`config.mk`:
```
export PLATFORM = sky130hd
export DESIGN_NAME = eic_input_conditioner
export DESIGN_NICKNAME = d
export VERILOG_FILES = /design/src/rtl/eic_input_conditioner_pkg.sv /design/src/rtl/eic_input_conditioner_channel.sv /design/src/rtl/eic_input_conditioner.sv
export SDC_FILE = /design/constraint.sdc
export NUM_CORES = 1
export LEC_CHECK = 0
export ABC_AREA = 1
export BUFFER_PORTS_ARGS = -buffer_cell sky130_fd_sc_hd__clkbuf_2
export CAP_MARGIN = 20
export CORE_UTILIZATION = 55
export DETAILED_ROUTE_END_ITERATION = 12
export PLACE_DENSITY = 0.84
export SLEW_MARGIN = 10
export SYNTH_ARGS = -nofsm -noshare
export SYNTH_HDL_FRONTEND = slang
export SYNTH_SLANG_ARGS = --single-unit
```
`constraint.sdc`:
```
create_clock -name CLK -period 4.95 [get_ports CLK]
set_input_delay 0.2475 -clock CLK [delete_from_list [all_inputs] [get_ports CLK]]
set_output_delay 0.2475 -clock CLK [all_outputs]
set_load 0.02 [all_outputs]
```
`src/rtl/eic_input_conditioner_pkg.sv`:
```
// Shared constants and the per-cycle decision helper for the EIC input conditioner.
// Latency: n/a (package only).
// Backpressure: none; conditioning evaluates every channel on every cycle.
package eic_input_conditioner_pkg;

  localparam int EIC_CHANNELS     = 8;
  localparam int EIC_SYNC_STAGES  = 2;
  localparam int EIC_FILTER_WIDTH = 8;

  // What one channel does to its output/counter on a given cycle.
  typedef enum logic [1:0] {
    ACT_BYPASS = 2'd0,  // filter off: follow the synced level directly
    ACT_HOLD   = 2'd1,  // synced level agrees with output: clear run
    ACT_COUNT  = 2'd2,  // disagreement still shorter than the limit
    ACT_TOGGLE = 2'd3   // disagreement lasted long enough: take new level
  } chan_act_e;

  function automatic chan_act_e chan_action(input logic filt_en,
                                            input logic differs,
                                            input logic at_limit);
    if (!filt_en)     return ACT_BYPASS;
    else if (!differs) return ACT_HOLD;
    else if (at_limit) return ACT_TOGGLE;
    else               return ACT_COUNT;
  endfunction

endpackage

```
`src/rtl/eic_input_conditioner_channel.sv`:
```
// One interrupt line: synchronizer chain, stability counter and output register.
// Latency: SYNC_STAGES + L edges filtered (L = max(filter_limit,1)), SYNC_STAGES + 1 bypassed.
// Backpressure: none; a new sample is taken every cycle.
// Ports: CLK/RESET (sync, active-high), raw_in async line, filter_en, filter_limit,
//        signal_out conditioned level, change one-cycle toggle pulse.
module eic_input_conditioner_channel
  import eic_input_conditioner_pkg::*;
#(
  parameter int SYNC_STAGES  = EIC_SYNC_STAGES,
  parameter int FILTER_WIDTH = EIC_FILTER_WIDTH
) (
  input  logic                    CLK,
  input  logic                    RESET,
  input  logic                    raw_in,
  input  logic                    filter_en,
  input  logic [FILTER_WIDTH-1:0] filter_limit,
  output logic                    signal_out,
  output logic                    change
);

  logic [SYNC_STAGES-1:0]  sync_q, sync_d;
  logic                    out_q, out_d;
  logic [FILTER_WIDTH-1:0] cnt_q, cnt_d;
  logic                    change_q, change_d;

  logic                    sync_lvl;
  logic [FILTER_WIDTH-1:0] eff_limit;
  logic [FILTER_WIDTH-1:0] limit_m1;
  chan_act_e               act;

  always_comb begin
    sync_d   = {sync_q[SYNC_STAGES-2:0], raw_in};
    sync_lvl = sync_q[SYNC_STAGES-1];

    // A zero limit behaves like one so the filter can never lock up.
    eff_limit = (filter_limit == '0) ? FILTER_WIDTH'(1) : filter_limit;
    limit_m1  = eff_limit - FILTER_WIDTH'(1);

    // '>=' rather than '==': if the limit drops below the running count,
    // the pending toggle happens on the next edge instead of never.
    act = chan_action(filter_en, sync_lvl != out_q, cnt_q >= limit_m1);

    out_d = out_q;
    cnt_d = '0;
    case (act)
      ACT_BYPASS: out_d = sync_lvl;
      ACT_HOLD:   out_d = out_q;
      ACT_COUNT:  cnt_d = cnt_q + FILTER_WIDTH'(1);
      ACT_TOGGLE: out_d = sync_lvl;
      default:    out_d = out_q;
    endcase

    change_d = out_d ^ out_q;
  end

  always_ff @(posedge CLK) begin
    if (RESET) begin
      sync_q   <= '0;
      out_q    <= 1'b0;
      cnt_q    <= '0;
      change_q <= 1'b0;
    end else begin
      sync_q   <= sync_d;
      out_q    <= out_d;
      cnt_q    <= cnt_d;
      change_q <= change_d;
    end
  end

  assign signal_out = out_q;
  assign change     = change_q;

endmodule

```
`src/rtl/eic_input_conditioner.sv`:
```
// Synchronizes and optionally glitch-filters every raw interrupt line feeding the EIC core.
// Latency: SYNC_STAGES + L edges filtered, SYNC_STAGES + 1 bypassed; all outputs registered.
// Backpressure: none; one evaluation per channel per cycle.
// Ports: CLK, RESET (sync, active-high), raw_in[CHANNELS], filter_en[CHANNELS],
//        filter_limit (shared), signal_out[CHANNELS] to core, change[CHANNELS] debug pulses.
module eic_input_conditioner
  import eic_input_conditioner_pkg::*;
#(
  parameter int CHANNELS     = EIC_CHANNELS,
  parameter int SYNC_STAGES  = EIC_SYNC_STAGES,
  parameter int FILTER_WIDTH = EIC_FILTER_WIDTH
) (
  input  logic                    CLK,
  input  logic                    RESET,
  input  logic [CHANNELS-1:0]     raw_in,
  input  logic [CHANNELS-1:0]     filter_en,
  input  logic [FILTER_WIDTH-1:0] filter_limit,
  output logic [CHANNELS-1:0]     signal_out,
  output logic [CHANNELS-1:0]     change
);

  for (genvar i = 0; i < CHANNELS; i++) begin : g_chan
    eic_input_conditioner_channel #(
      .SYNC_STAGES  (SYNC_STAGES),
      .FILTER_WIDTH (FILTER_WIDTH)
    ) u_chan (
      .CLK          (CLK),
      .RESET        (RESET),
      .raw_in       (raw_in[i]),
      .filter_en    (filter_en[i]),
      .filter_limit (filter_limit),
      .signal_out   (signal_out[i]),
      .change       (change[i])
    );
  end

endmodule
```
# Word level (Yosys, flattened, before mapping)
# Cells that the tools add are included.
[totals]
regBits = 96
in_bits = 26
out_inout_bits = 16
wordCells = 147
[classes]
addsub = 9
magnitude_cmp = 8
n_eq_ne = 24
muxes = 33
bitwise = 16
n_reduce_logical = 25
[ops]
columns = ["operator", "n"]
rows = [
  ["$add 8x1->8 const B", 8],
  ["$ge 8x8->1", 8],
  ["$eq 2x2->1 const B", 16],
  ["$mux 2", 16],
  ["$reduce_or 2->1", 16],
  ["$logic_not 2->1", 8],
  ["$mux 1", 16],
  ["$logic_not 8->1", 1],
  ["$mux 8", 1],
  ["$ne 1x1->1", 8],
  ["$not 1->1", 8],
  ["$sub 8x1->8 const B", 1],
  ["$xor 1x1->1", 8],
]

# Depth between registers and ports, before layout
# Gate-level depths: netlist of run 1.
[logic_depth]
ltp_word = 11
depth_mapped = 19
mapped_depth_nobuf = 19

# Cells and area by module
# Synthesis of run 1 repeated with hierarchy kept, for this count alone.
[hier_totals]
hier_cells = 1008
area_unflattened_um2 = 6916.6
[modules_own_cells]
columns = ["mod", "n_inst", "cells_per_inst", "area_each_um2", "seq_area_each_um2"]
rows = [
  ["eic_input_conditioner_channel", 8, 126, 864.6, 240.2],
]

# Least setup slack after synthesis of run 1
# Ideal clock, no wire load.
[synth_timing]
path_kind = "input port to flip-flop"
from = "in filter_limit[5]"
to = "reg g_chan[0].u_chan.cnt_q[3]"
setup_time_ns = 0.070
arrival_time_ns = 2.443
t_required_ns = 4.880
path_slack_ns = 2.438
cell_stages = 18
cell_sequence = "inv_1 > nand2_1 > nor2_4 > a21oi_1 > ha_1 > xnor2_1 > ha_1 > nand2_1 > inv_1 > nand2_1 > nand2_1 > nand2_1 > nand2_1 > nand2_1 > ha_1 > nand2_1 > o21bai_1 > a21oi_1"
[synth_via]
elab_chain_cells = 10
[synth_rtl]
columns = ["item", "line", "rtl"]
rows = [
  ["start: declaration", "eic_input_conditioner.sv:17", "input logic [FILTER_WIDTH-1:0] filter_limit,"],
  ["$logic_not 8->1", "eic_input_conditioner_channel.sv:36", "eff_limit = (filter_limit == '0) ? FILTER_WIDTH'(1) : filter_limit;"],
  ["$mux 8 *", "eic_input_conditioner_channel.sv:36", ""],
  ["$sub 8x1->8 *", "eic_input_conditioner_channel.sv:37", "limit_m1 = eff_limit - FILTER_WIDTH'(1);"],
  ["$ge 8x8->1 *", "eic_input_conditioner_channel.sv:41", "act = chan_action(filter_en, sync_lvl != out_q, cnt_q >= limit_m1);"],
  ["$mux 1 *", "eic_input_conditioner_pkg.sv:23", "else if (at_limit) return ACT_TOGGLE;"],
  ["$mux 2 *", "eic_input_conditioner_pkg.sv:22", "else if (!differs) return ACT_HOLD;"],
  ["$mux 2 *", "eic_input_conditioner_pkg.sv:21", "if (!filt_en) return ACT_BYPASS;"],
  ["$eq 2x2->1 *", "eic_input_conditioner_channel.sv:45", "case (act)"],
  ["$not 1->1 (no line) *", "n/a", ""],
  ["$reduce_or 2->1 (no line) *", "n/a", ""],
  ["end signal: assignment", "eic_input_conditioner_channel.sv:65", "cnt_q <= cnt_d;"],
  ["end: declaration", "eic_input_conditioner_channel.sv:23", "logic [FILTER_WIDTH-1:0] cnt_q, cnt_d;"],
]
# Every way passes the cells marked *; elsewhere a longest branch is shown, timed or not.
# A chain may end at the register's enable or synchronous reset.

# Final worst setup path of run 1
[layout_timing]
from = "in filter_limit[7]"
to = "reg g_chan[2].u_chan.cnt_q[5]"
[layout_via]
elab_chain_cells = 10
[layout_rtl]
columns = ["item", "line"]
rows = [
  ["$logic_not 8->1", "eic_input_conditioner_channel.sv:36"],
  ["$mux 8 *", "eic_input_conditioner_channel.sv:36"],
  ["$sub 8x1->8 *", "eic_input_conditioner_channel.sv:37"],
  ["$ge 8x8->1 *", "eic_input_conditioner_channel.sv:41"],
  ["$mux 1 *", "eic_input_conditioner_pkg.sv:23"],
  ["$mux 2 *", "eic_input_conditioner_pkg.sv:22"],
  ["$mux 2 *", "eic_input_conditioner_pkg.sv:21"],
  ["$eq 2x2->1 *", "eic_input_conditioner_channel.sv:45"],
  ["$not 1->1 (no line) *", "n/a"],
  ["$reduce_or 2->1 (no line) *", "n/a"],
  ["end signal: assignment", "eic_input_conditioner_channel.sv:65"],
  ["end: declaration", "eic_input_conditioner_channel.sv:23"],
]
# Marked as above.

==> impl_metrics.env, run 1 <==
export IMPL_status="completed"
export IMPL_place_ws_ns=1.49
export IMPL_groute_usage_overall_pct=23.8
export IMPL_drt_pass1_iterations=5
export IMPL_rrSetupSlack_ns=3.04
export IMPL_diodes=0
export IMPL_grt_remaining_overflow=0
export IMPL_fillers=829
export IMPL_reg2reg_to="g_chan[4].u_chan.cnt_q[3]$_SDFF_PP0_"
export IMPL_portBuffers=41
export IMPL_place_congestion=0.845
export IMPL_synthesis_instances=732
export IMPL_die_h_um=101
export IMPL_drv_cap=0
export IMPL_drt_wl_total_mm=11.2
export IMPL_layout_nets=856
export IMPL_crit_end="g_chan[2].u_chan.cnt_q[5]$_SDFF_PP0_"
export IMPL_cp_num_cells=17
export IMPL_start_util_pct=57.7
export IMPL_final_period_utilization_pct=60.8
export IMPL_path_buf_inv=2
export IMPL_start_kind="input port"
export IMPL_cp_slowest_stage_delay_ns=0.73
export IMPL_ir_drop_uv=229
export IMPL_leakagePower_nw=2.57
export IMPL_worstMarginPinSlew_ns=0.969
export IMPL_h_tree_depth=3
export IMPL_cts_clk_slew_worst_paths_ns=0.10
export IMPL_synthesis_nets=823
export IMPL_ys_warn_count=0
export IMPL_hold_path_class="input port to flip-flop"
export IMPL_cts_root_buf="clkbuf_8"
export IMPL_critPathTopFamily="adder cells"
export IMPL_grt_pass1_vias=4496
export IMPL_setup_tns_ns=0
export IMPL_post_cts_buffers=0
export IMPL_ctsHoldBuffers=0
export IMPL_dp_hpwl_mm=8.54
export IMPL_synth_area_mm2=0.00540
export IMPL_ioPinCount=42
export IMPL_slew_headroom_pct=35.2
export IMPL_cts_path_max_buffers=2
export IMPL_crit_fanout=10
export IMPL_ant_nets=0
export IMPL_whs_ns=0.0555
export IMPL_synth_seq_area_share_pct=35.6
export IMPL_setup_violations_final=0
export IMPL_vias_per_cell=5.14
export IMPL_cts_resized_gates=0
export IMPL_cp_end_kind="flip-flop"
export IMPL_drive_gt1_share_pct=11.3
export IMPL_fmax_mhz=332
export IMPL_clkLatencyLatePin_ns=0.37
export IMPL_startpoint="filter_limit[7]"
export IMPL_drt_first_iter_violations=177
export IMPL_dieArea_mm2=0.0102
export IMPL_dpl_cell_area_mm2=0.00563
export IMPL_timing_final_ws_setup_ns=1.94
export IMPL_met3_usage_pct=5.83
export IMPL_fin_area_mm2=0.00585
export IMPL_clkSinkCount=96
export IMPL_rsz0062_at_grt="no"
export IMPL_num_rows=35
export IMPL_crit_reg2reg_launch="g_chan[4].u_chan.cnt_q[5]$_SDFF_PP0_"
export IMPL_syn_avg_cell_area_um2=7.38
export IMPL_cts_buffers=9
export IMPL_syn2layout_area_growth_pct=8.27
export IMPL_crit_required_ns=5.26
export IMPL_wl_per_cell_um=12.4
export IMPL_grt_pass1_wl_mm=19.1
export IMPL_cp_arrival_ns=3.31
export IMPL_die_w_um=101
export IMPL_fin_skew_ns=0.00754
export IMPL_min_period_ns=3.01
export IMPL_crit_type="input port to flip-flop"
export IMPL_slew_viol_final=0
export IMPL_crit_path_frequent_cell="nand2_1"
export IMPL_synth_seq_cells=96
export IMPL_reg2regPathDepth=11
export IMPL_finalHoldViolations=0
export IMPL_ys_types=28
export IMPL_cp_slowest_cell="xor2_1"
export IMPL_num_vias=4619
export IMPL_antenna_found_initial=0
export IMPL_top_usage_layer="met2"
export IMPL_coreArea_mm2=0.00937
export IMPL_cts_tree="done"
export IMPL_drc=0
export IMPL_grt_util_met1_pct=28.0
export IMPL_regArea_mm2=0.00192
export IMPL_grt_max_degree=24
export IMPL_multi_input_area_mm2=0.00288
export IMPL_worstPathCellList="clkbuf_2, nor2_2, a21oi_1, ha_1, nand2_1, xor2_1, ha_1, nand3_2, nor2_1, nor2_1, nand2_1, nand2_1, ha_1, nand2_1, inv_1, o21ai_0, a21oi_1"
export IMPL_met2_usage_pct=41.8
export IMPL_pwr_density_cell_mw_per_mm2=277
==> state kept, by name, indices dropped and copies added (netlist names) <==
signal and cells:
g_chan.u_chan.change 8, g_chan.u_chan.cnt_q 64, g_chan.u_chan.signal_out 8, g_chan.u_chan.sync_q 16
==> cells by family (layout without fill, tap and decap cells) <==
family | count (synthesis) | in the layout | share of synthesized area [%]
AO/OA/AOI/OAI | 101 | 101 | 9.59
AND/OR/NAND/NOR | 316 | 316 | 26.6
flip-flops | 96 | 96 | 35.6
XOR/XNOR | 13 | 13 | 2.11
adder cells (fa/ha/maj) | 65 | 65 | 15.0
buffers and inverters | 141 | 179 | 11.1
==> placed cells by master (no fill, tap or decap), types with 9 or more instances in the layout <==
cell / netlist / routed
o21ai_0: 39 / 39
xnor2_1: 9 / 9
nand3_1: 17 / 17
dfxtp_1: 96 / 96
nor3_1: 17 / 17
ha_1: 65 / 65
nand2_1: 120 / 120
clkbuf_2: 0 / 41
inv_1: 118 / 118
a21oi_1: 53 / 53
nand2_2: 12 / 12
clkbuf_8: 0 / 11
nor2_1: 110 / 110
nor4_1: 12 / 12
==> Yosys cell counts (all sizes together) <==
cell type / instances / area [um2]
inv: 120 / 450
nor2: 114 / 448
nand4: 4 / 25.0
o21bai: 1 / 7.51
xor2: 4 / 35.0
nor3b: 2 / 15.0
a21oi: 53 / 265
dfxtp: 96 / 1920
nor4: 12 / 75.1
ha: 65 / 813
xnor2: 9 / 78.8
nand3b: 8 / 60.1
nand3: 26 / 183
nand2: 133 / 546
nor3: 17 / 85.1
buf: 21 / 150
a31oi: 8 / 50.1
o21ai: 39 / 195
==> stage by stage <==
stage	power, mW	cells	utilization, %
2_1_floorplan	1.04	732	-
3_3_place_gp	1.08	882	60.1
3_5_place_dp	1.09	882	60.1
4_1_cts	1.63	898	62.3
5_1_grt	1.70	899	62.4
6_report	1.62	899	62.4
==> power by group <==
group          total, mW  switching, mW  internal, mW
combinational      0.256          0.160        0.0958
sequential         0.817         0.0181         0.799
clock              0.551          0.286         0.265
total               1.62          0.464          1.16
==> layout make-up <==
type | instances | area share (%)
Clock inverter | 5 | 1.09
Timing Repair Buffer | 43 | 3.76
Inverter | 120 | 7.70
Sequential cell | 96 | 32.8
Clock buffer | 11 | 2.59
Multi-Input combinational cell | 495 | 49.3
Tap cell | 129 | 2.76
==> worst min-delay path, stage by stage <==
cell	delay (ns)
clkbuf_2	0.08
inv_1	0.04
nor2_1	0.03
==> per-layer routing <==
metal / up-vias / part of all wire [%] / routed length, um
li1: 2409 / - / -
met1: 2081 / 45 / 5030
met2: 102 / 48 / 5340
met3: 27 / 4.5 / 498
met4: 0 / 2.7 / 306
met5: - / 0 / 0
==> worst min path at each step <==
| stage | startpoint | end | slack [ns] | cells past startpoint |
|---|---|---|---|---|
| global placement | g_chan[1].u_chan.sync_q[0]$_SDFF_PP0_ | g_chan[1].u_chan.sync_q[1]$_SDFF_PP0_ | 0.39 | 2 |
| floorplan | raw_in[0] | g_chan[0].u_chan.sync_q[0]$_SDFF_PP0_ | 0.35 | 2 |
| finish | raw_in[2] | g_chan[2].u_chan.sync_q[0]$_SDFF_PP0_ | 0.06 | 3 |
| CTS | raw_in[2] | g_chan[2].u_chan.sync_q[0]$_SDFF_PP0_ | 0.05 | 3 |
| detailed placement | g_chan[1].u_chan.sync_q[0]$_SDFF_PP0_ | g_chan[1].u_chan.sync_q[1]$_SDFF_PP0_ | 0.39 | 2 |
| global route | raw_in[2] | g_chan[2].u_chan.sync_q[0]$_SDFF_PP0_ | 0.04 | 3 |
(Power assumes the default switching activity.)
==> inputs of run 2 (changes only) <==
clock period = 2.95 ns   (was 4.95 ns; I/O delays follow)
==> impl_metrics.env, run 2 (synthesis gave the netlist of run 1 again) <==
export IMPL_ir_drop_uv=256
export IMPL_fin_skew_ns=0.00645
export IMPL_cp_end_kind="flip-flop"
export IMPL_die_h_um=101
export IMPL_diodes=0
export IMPL_layout_commonest_cell="nand2_1"
export IMPL_ioPinCount=42
export IMPL_switchingPower_mw=0.769
export IMPL_start_kind="input port"
export IMPL_timing_final_ws_setup_ns=0.240
export IMPL_cts_tree="done"
export IMPL_h_tree_depth=3
export IMPL_clkSinkCount=96
export IMPL_portBuffers=41
export IMPL_final_period_utilization_pct=91.9
export IMPL_min_period_ns=2.71
export IMPL_final_util_pct=64.3
export IMPL_crit_fanout=8
export IMPL_drc=0
export IMPL_reg2reg_to="g_chan[7].u_chan.cnt_q[5]$_SDFF_PP0_"
export IMPL_drt_wl_total_mm=11.9
export IMPL_dieArea_mm2=0.0102
export IMPL_combPwrFrac_pct=17.4
export IMPL_switching_share_pct=29.4
export IMPL_syn2layout_area_growth_pct=11.4
export IMPL_antenna_found_initial=0
export IMPL_whs_ns=0.192
export IMPL_place_congestion=0.819
export IMPL_setup_violations_final=0
export IMPL_p_int_mw=1.85
export IMPL_cp_slowest_cell="xor2_2"
export IMPL_vias_per_cell=5.19
export IMPL_post_cts_buffers=0
export IMPL_rsz0062_at_grt="no"
export IMPL_largest_register_ff_count=64
export IMPL_layout_nets=876
export IMPL_status="completed"
export IMPL_cp_slowest_stage_delay_ns=0.58
export IMPL_worstPathCellList="clkbuf_2, inv_1, nand2_1, nor2_4, a21oi_1, ha_1, nand3_1, xor2_2, ha_1, nand2_1, nor2_1, nand2_1, nand2_1, nand2_1, ha_1, nand2_1, inv_1, o21ai_0, a21oi_1"
export IMPL_drt_first_iter_violations=197
export IMPL_grt_max_degree=24
export IMPL_fmax_mhz=369
export IMPL_crit_type="input port to flip-flop"
export IMPL_worstMarginPinSlew_ns=0.811
export IMPL_drive_gt1_share_pct=12.8
export IMPL_groute_usage_overall_pct=25.9
export IMPL_drv_cap=0
export IMPL_slew_headroom_pct=45.9
export IMPL_leakagePower_nw=2.66
export IMPL_coreArea_mm2=0.00937
export IMPL_cp_arrival_ns=3.02
export IMPL_num_vias=4773
export IMPL_seq_power_share_pct=52.3
export IMPL_pwr_density_cell_mw_per_mm2=435
export IMPL_rrSetupSlack_ns=0.96
export IMPL_cts_path_max_buffers=2
export IMPL_grt_remaining_overflow=0
export IMPL_die_w_um=101
export IMPL_clkLatencyLatePin_ns=0.37
export IMPL_worstHoldEndpoint="g_chan[5].u_chan.signal_out$_SDFF_PP0_"
export IMPL_power_mw=2.62
export IMPL_reg_largest_list="g_chan.u_chan.cnt_q: 64 flops, g_chan.u_chan.sync_q: 16 flops"
export IMPL_dp_hpwl_mm=8.78
export IMPL_largest_register="g_chan.u_chan.cnt_q"
export IMPL_place_ws_ns=-0.392
export IMPL_mostFrequentLayoutCells="nand2_1, inv_1, nor2_1"
export IMPL_drt_pass1_iterations=5
export IMPL_crit_path_frequent_cell="nand2_1"
export IMPL_cts_clk_slew_worst_paths_ns=0.09
export IMPL_hold_path_class="input port to flip-flop"
export IMPL_grt_pass1_vias=4760
export IMPL_grt_pass1_wl_mm=20.8
export IMPL_num_rows=35
export IMPL_slew_viol_final=0
export IMPL_min_path_cells=4
export IMPL_start_util_pct=57.7
export IMPL_ant_nets=0
export IMPL_startpoint="filter_limit[4]"
export IMPL_reg2regPathDepth=11
export IMPL_crit_reg2reg_launch="g_chan[7].u_chan.cnt_q[5]$_SDFF_PP0_"
export IMPL_cts_root_buf="clkbuf_8"
export IMPL_crit_required_ns=3.26
export IMPL_finalHoldViolations=0
export IMPL_pwr_share_clk_pct=30.3
export IMPL_cts_buffers=9
export IMPL_wl_per_cell_um=12.9
export IMPL_hold_path_startpoint="filter_en[5]"
-- run 2: worst max-delay path by stage --
| stage | end | cells past startpoint |
|---|---|---|
| floorplan | g_chan[0].u_chan.cnt_q[3]$_SDFF_PP0_ | 18 |
| global placement | g_chan[5].u_chan.cnt_q[5]$_SDFF_PP0_ | 20 |
| detailed placement | g_chan[7].u_chan.cnt_q[5]$_SDFF_PP0_ | 20 |
| CTS | g_chan[7].u_chan.cnt_q[5]$_SDFF_PP0_ | 19 |
| global route | g_chan[5].u_chan.cnt_q[4]$_SDFF_PP0_ | 20 |
| finish | g_chan[7].u_chan.cnt_q[5]$_SDFF_PP0_ | 19 |
-- run 2: layout make-up --
class                           instances  area [um2]
Clock buffer                           12         145
Clock inverter                          4        30.0
Inverter                              120         450
Sequential cell                        96        1920
Multi-Input combinational cell        495        2920
Timing Repair Buffer                   63         390
Tap cell                              129         161
Fill cell                             829        3350
-- run 2: repair_timing --
item | CTS | global route
setup endpoints to repair | 6 | 43
hold buffers | 8 | 0
endpoints found under the hold margin | 8 | 0
gates resized for setup | 1 | 4
-- run 2: per-layer routing --
layer / routed length [um] / part of all wire [%] / track usage (%)
met1: 5320 / 45 / 31.4
met4: 337 / 2.8 / 11.9
met2: 5590 / 47 / 45.0
met3: 624 / 5.3 / 4.44
met5: 0 / 0 / 0
-- run 2: critical path, delay by kind of cell --
family          cells  cell delay, ns
fa+ha+maj           3            0.77
simple gates        9            0.76
xor+xnor            1            0.58
compound gates      3            0.42
buf+inv             3            0.33
-- run 2: power by group through the flow --
stage	sequential, mW	clock [mW]	combinational (mW)
2_1_floorplan	1.39	0	0.345
3_3_place_gp	1.40	0	0.415
3_5_place_dp	1.40	0	0.438
4_1_cts	1.37	0.804	0.450
5_1_grt	1.38	0.864	0.521
6_report	1.37	0.794	0.456
-- run 2: per-stage QoR --
stage               setup TNS, ns  cell area (um2)  std cells
floorplan                       0             5400        732
global placement            -7.34             5730        895
detailed placement         -15.86             5730        895
CTS                             0             5990        919
global route                    0             6020        919
finish                          0             6020        919
==> inputs of run 3 (changes only) <==
PLACE_DENSITY = 0.83   (was 0.84)
SYNTH_HIERARCHICAL = 1   (was unset)
==> impl_metrics.env, run 3 <==
export IMPL_syn2layout_area_growth_pct=13.6
export IMPL_clkLatencyLatePin_ns=0.35
export IMPL_syn_avg_cell_area_um2=6.86
export IMPL_start_kind="input port"
export IMPL_synth_seq_area_share_pct=27.8
export IMPL_num_rows=40
export IMPL_slew_headroom_pct=66.2
export IMPL_drv_cap=0
export IMPL_ys_warn_count=6
export IMPL_crit_type="input port to flip-flop"
export IMPL_rsz0062_at_grt="no"
export IMPL_fin_skew_ns=0.00694
export IMPL_num_vias=6018
export IMPL_crit_fanout=15
export IMPL_status="completed"
export IMPL_ys_flop_type="dfxtp_1"
export IMPL_synth_edf_count=0
export IMPL_groute_usage_overall_pct=21.7
export IMPL_synth_area_mm2=0.00692
export IMPL_synth_top_cell_by_area="dfxtp_1"
export IMPL_fmax_mhz=390
export IMPL_h_tree_depth=3
export IMPL_synthesis_nets=1122
export IMPL_cp_arrival_ns=2.81
export IMPL_setup_tns_ns=0
export IMPL_cts_resized_gates=0
export IMPL_cts_tree="done"
export IMPL_crit_required_ns=3.20
export IMPL_setup_violations_final=0
export IMPL_layout_nets=1195
export IMPL_cts_buffers=9
export IMPL_pwr_density_cell_mw_per_mm2=378
export IMPL_hold_path_class="input port to flip-flop"
export IMPL_largest_register_ff_count=64
export IMPL_ys_top_cells_by_area="dfxtp_1, ha_1, nand2_1"
export IMPL_coreArea_mm2=0.0121
export IMPL_grt_pass1_wl_mm=23.0
export IMPL_synth_async_reset_ratio_pct=0
export IMPL_min_period_ns=2.57
export IMPL_cts_clk_slew_worst_paths_ns=0.06
export IMPL_dieArea_mm2=0.0130
export IMPL_grt_pass1_vias=5555
export IMPL_slew_viol_final=0
export IMPL_mostFrequentLayoutCells="nand2_1, inv_1, nor2_1"
export IMPL_portBuffers=41
export IMPL_dp_hpwl_mm=9.81
export IMPL_wl_per_cell_um=10.4
export IMPL_worstMarginPinSlew_ns=0.508
export IMPL_synth_top_area_share_pct=27.8
export IMPL_drc=0
export IMPL_fin_area_mm2=0.00786
export IMPL_cts_path_max_buffers=2
export IMPL_grt_remaining_overflow=0
export IMPL_place_congestion=0.807
export IMPL_yosysMostFrequentCell="nand2_1"
export IMPL_cp_end_kind="flip-flop"
export IMPL_reg_largest_list="g_chan.u_chan/cnt_q: 64 flops, g_chan.u_chan/sync_q: 16 flops"
export IMPL_drive_gt1_share_pct=15.9
export IMPL_ioPinCount=42
export IMPL_finalHoldViolations=0
export IMPL_diodes=0
export IMPL_synthesis_instances=1008
export IMPL_vias_per_cell=4.80
export IMPL_final_period_utilization_pct=87.0
export IMPL_largest_register="g_chan.u_chan/cnt_q"
export IMPL_drt_first_iter_violations=281
export IMPL_leakagePower_nw=3.96
export IMPL_drt_pass1_iterations=4
export IMPL_synthTopCellsByCount="nand2_1, inv_1, nor2_1"
export IMPL_die_h_um=114
export IMPL_ant_nets=0
export IMPL_drt_wl_total_mm=13.1
export IMPL_synth_seq_cells=96
export IMPL_antenna_found_initial=0
export IMPL_clkSinkCount=96
export IMPL_ir_drop_uv=404
export IMPL_grt_max_degree=41
export IMPL_start_util_pct=57.1
export IMPL_ys_types=23
export IMPL_dpl_cell_area_mm2=0.00749
export IMPL_layout_commonest_cell="nand2_1"
export IMPL_die_w_um=114
export IMPL_cts_root_buf="clkbuf_16"
run 3: changes by cell type after synthesis, sizes merged, moves of 17 or more:
| cell | delta |
|---|---|
| buf | -21 |
| ha | +23 |
| inv | +64 |
| nand2 | +91 |
| nand4 | +20 |
| nor2 | +78 |
| nor3 | -17 |
| xor2 | +20 |
run 3: worst max-delay path, cell delays in order:
cell and delay (ns):
clkbuf_2 0.30, inv_1 0.12, nand2_1 0.09, nor2_1 0.05, a21oi_1 0.23, ha_1 0.26, nand2_1 0.09, xor2_1 0.18
inv_1 0.07, ha_1 0.27, nand2_1 0.07, nor2_1 0.12, nand2_1 0.07, nand2_1 0.06, nand2_1 0.05, ha_1 0.19
inv_1 0.09, nor2_4 0.05, inv_2 0.09, nor2_1 0.04, o21ai_1 0.13, inv_1 0.05
run 3: timing repair:
| action | CTS | global route |
|---|---|---|
| hold buffers | 7 | 0 |
| endpoints found under the hold margin | 7 | 0 |
| setup buffers | 0 | 0 |
| endpoints found under the setup margin | 0 | 0 |
run 3: area by class of cell:
type / count / area [um2]
inverter: 192 / 721
sequential: 96 / 1920
clock buffer: 13 / 260
multi-input combinational: 720 / 4270
tap: 168 / 210
timing repair buffer: 62 / 430
fill: 1130 / 4250
clock inverter: 3 / 40.0
run 3: routing by layer:
| metal | vias to the layer above | global-route usage, % | wire length, um |
|---|---|---|---|
| li1 | 3311 | - | - |
| met1 | 2617 | 25.2 | 6150 |
| met2 | 76 | 39.2 | 6270 |
| met3 | 14 | 5.56 | 490 |
| met4 | 0 | 6.49 | 182 |
| met5 | - | 0 | 0 |
run 3: stage by stage:
step / power (mW) / setup slack, ns / utilization (%) / hold WS, ns / std cells
after floorplan: 1.66 / 0.756 / - / 0.219 / 1008
after global placement: 1.79 / 0.122 / 61.8 / 0.340 / 1231
after detailed placement: 1.81 / 0.0486 / 61.8 / 0.344 / 1231
after CTS: 3.01 / 0.370 / 64.9 / 0.000121 / 1254
after global routing: 3.13 / 0.0809 / 64.9 / 0.0232 / 1254
final: 2.97 / 0.383 / 64.9 / 0.0247 / 1254
run 3: logic make-up (layout without fill, tap and decap cells):
| kind of cell | after synthesis | in the layout | share of synthesized area [%] |
|---|---|---|---|
| and+or+nand+nor | 488 | 488 | 31.8 |
| buffers and inverters | 192 | 270 | 10.4 |
| AOI/OAI and AO/OA | 104 | 104 | 8.83 |
| DFF | 96 | 96 | 27.8 |
| adders and majority gates | 88 | 88 | 15.9 |
| xor gates and xnor gates | 32 | 32 | 4.05 |
| muxes | 8 | 8 | 1.16 |
run 3: power breakdown:
part           leakage [nW]  internal [mW]  switching, mW
clock                 0.150          0.701          0.487
sequential            0.778           1.32         0.0111
combinational          3.04          0.181          0.276
total                  3.96           2.20          0.774
run 3: worst paths after layout:
kind                                               from                               endpoint  slack [ns]  cells after the start
setup / recovery                        filter_limit[6]   g_chan[4].u_chan/cnt_q[6]$_SDFF_PP0_        0.38                     22
hold / removal                                raw_in[2]  g_chan[2].u_chan/sync_q[0]$_SDFF_PP0_        0.02                      3
setup reg to reg   g_chan[3].u_chan/cnt_q[0]$_SDFF_PP0_   g_chan[3].u_chan/cnt_q[4]$_SDFF_PP0_        1.08                     15
hold reg to reg   g_chan[3].u_chan/sync_q[0]$_SDFF_PP0_  g_chan[3].u_chan/sync_q[1]$_SDFF_PP0_        0.41                      2
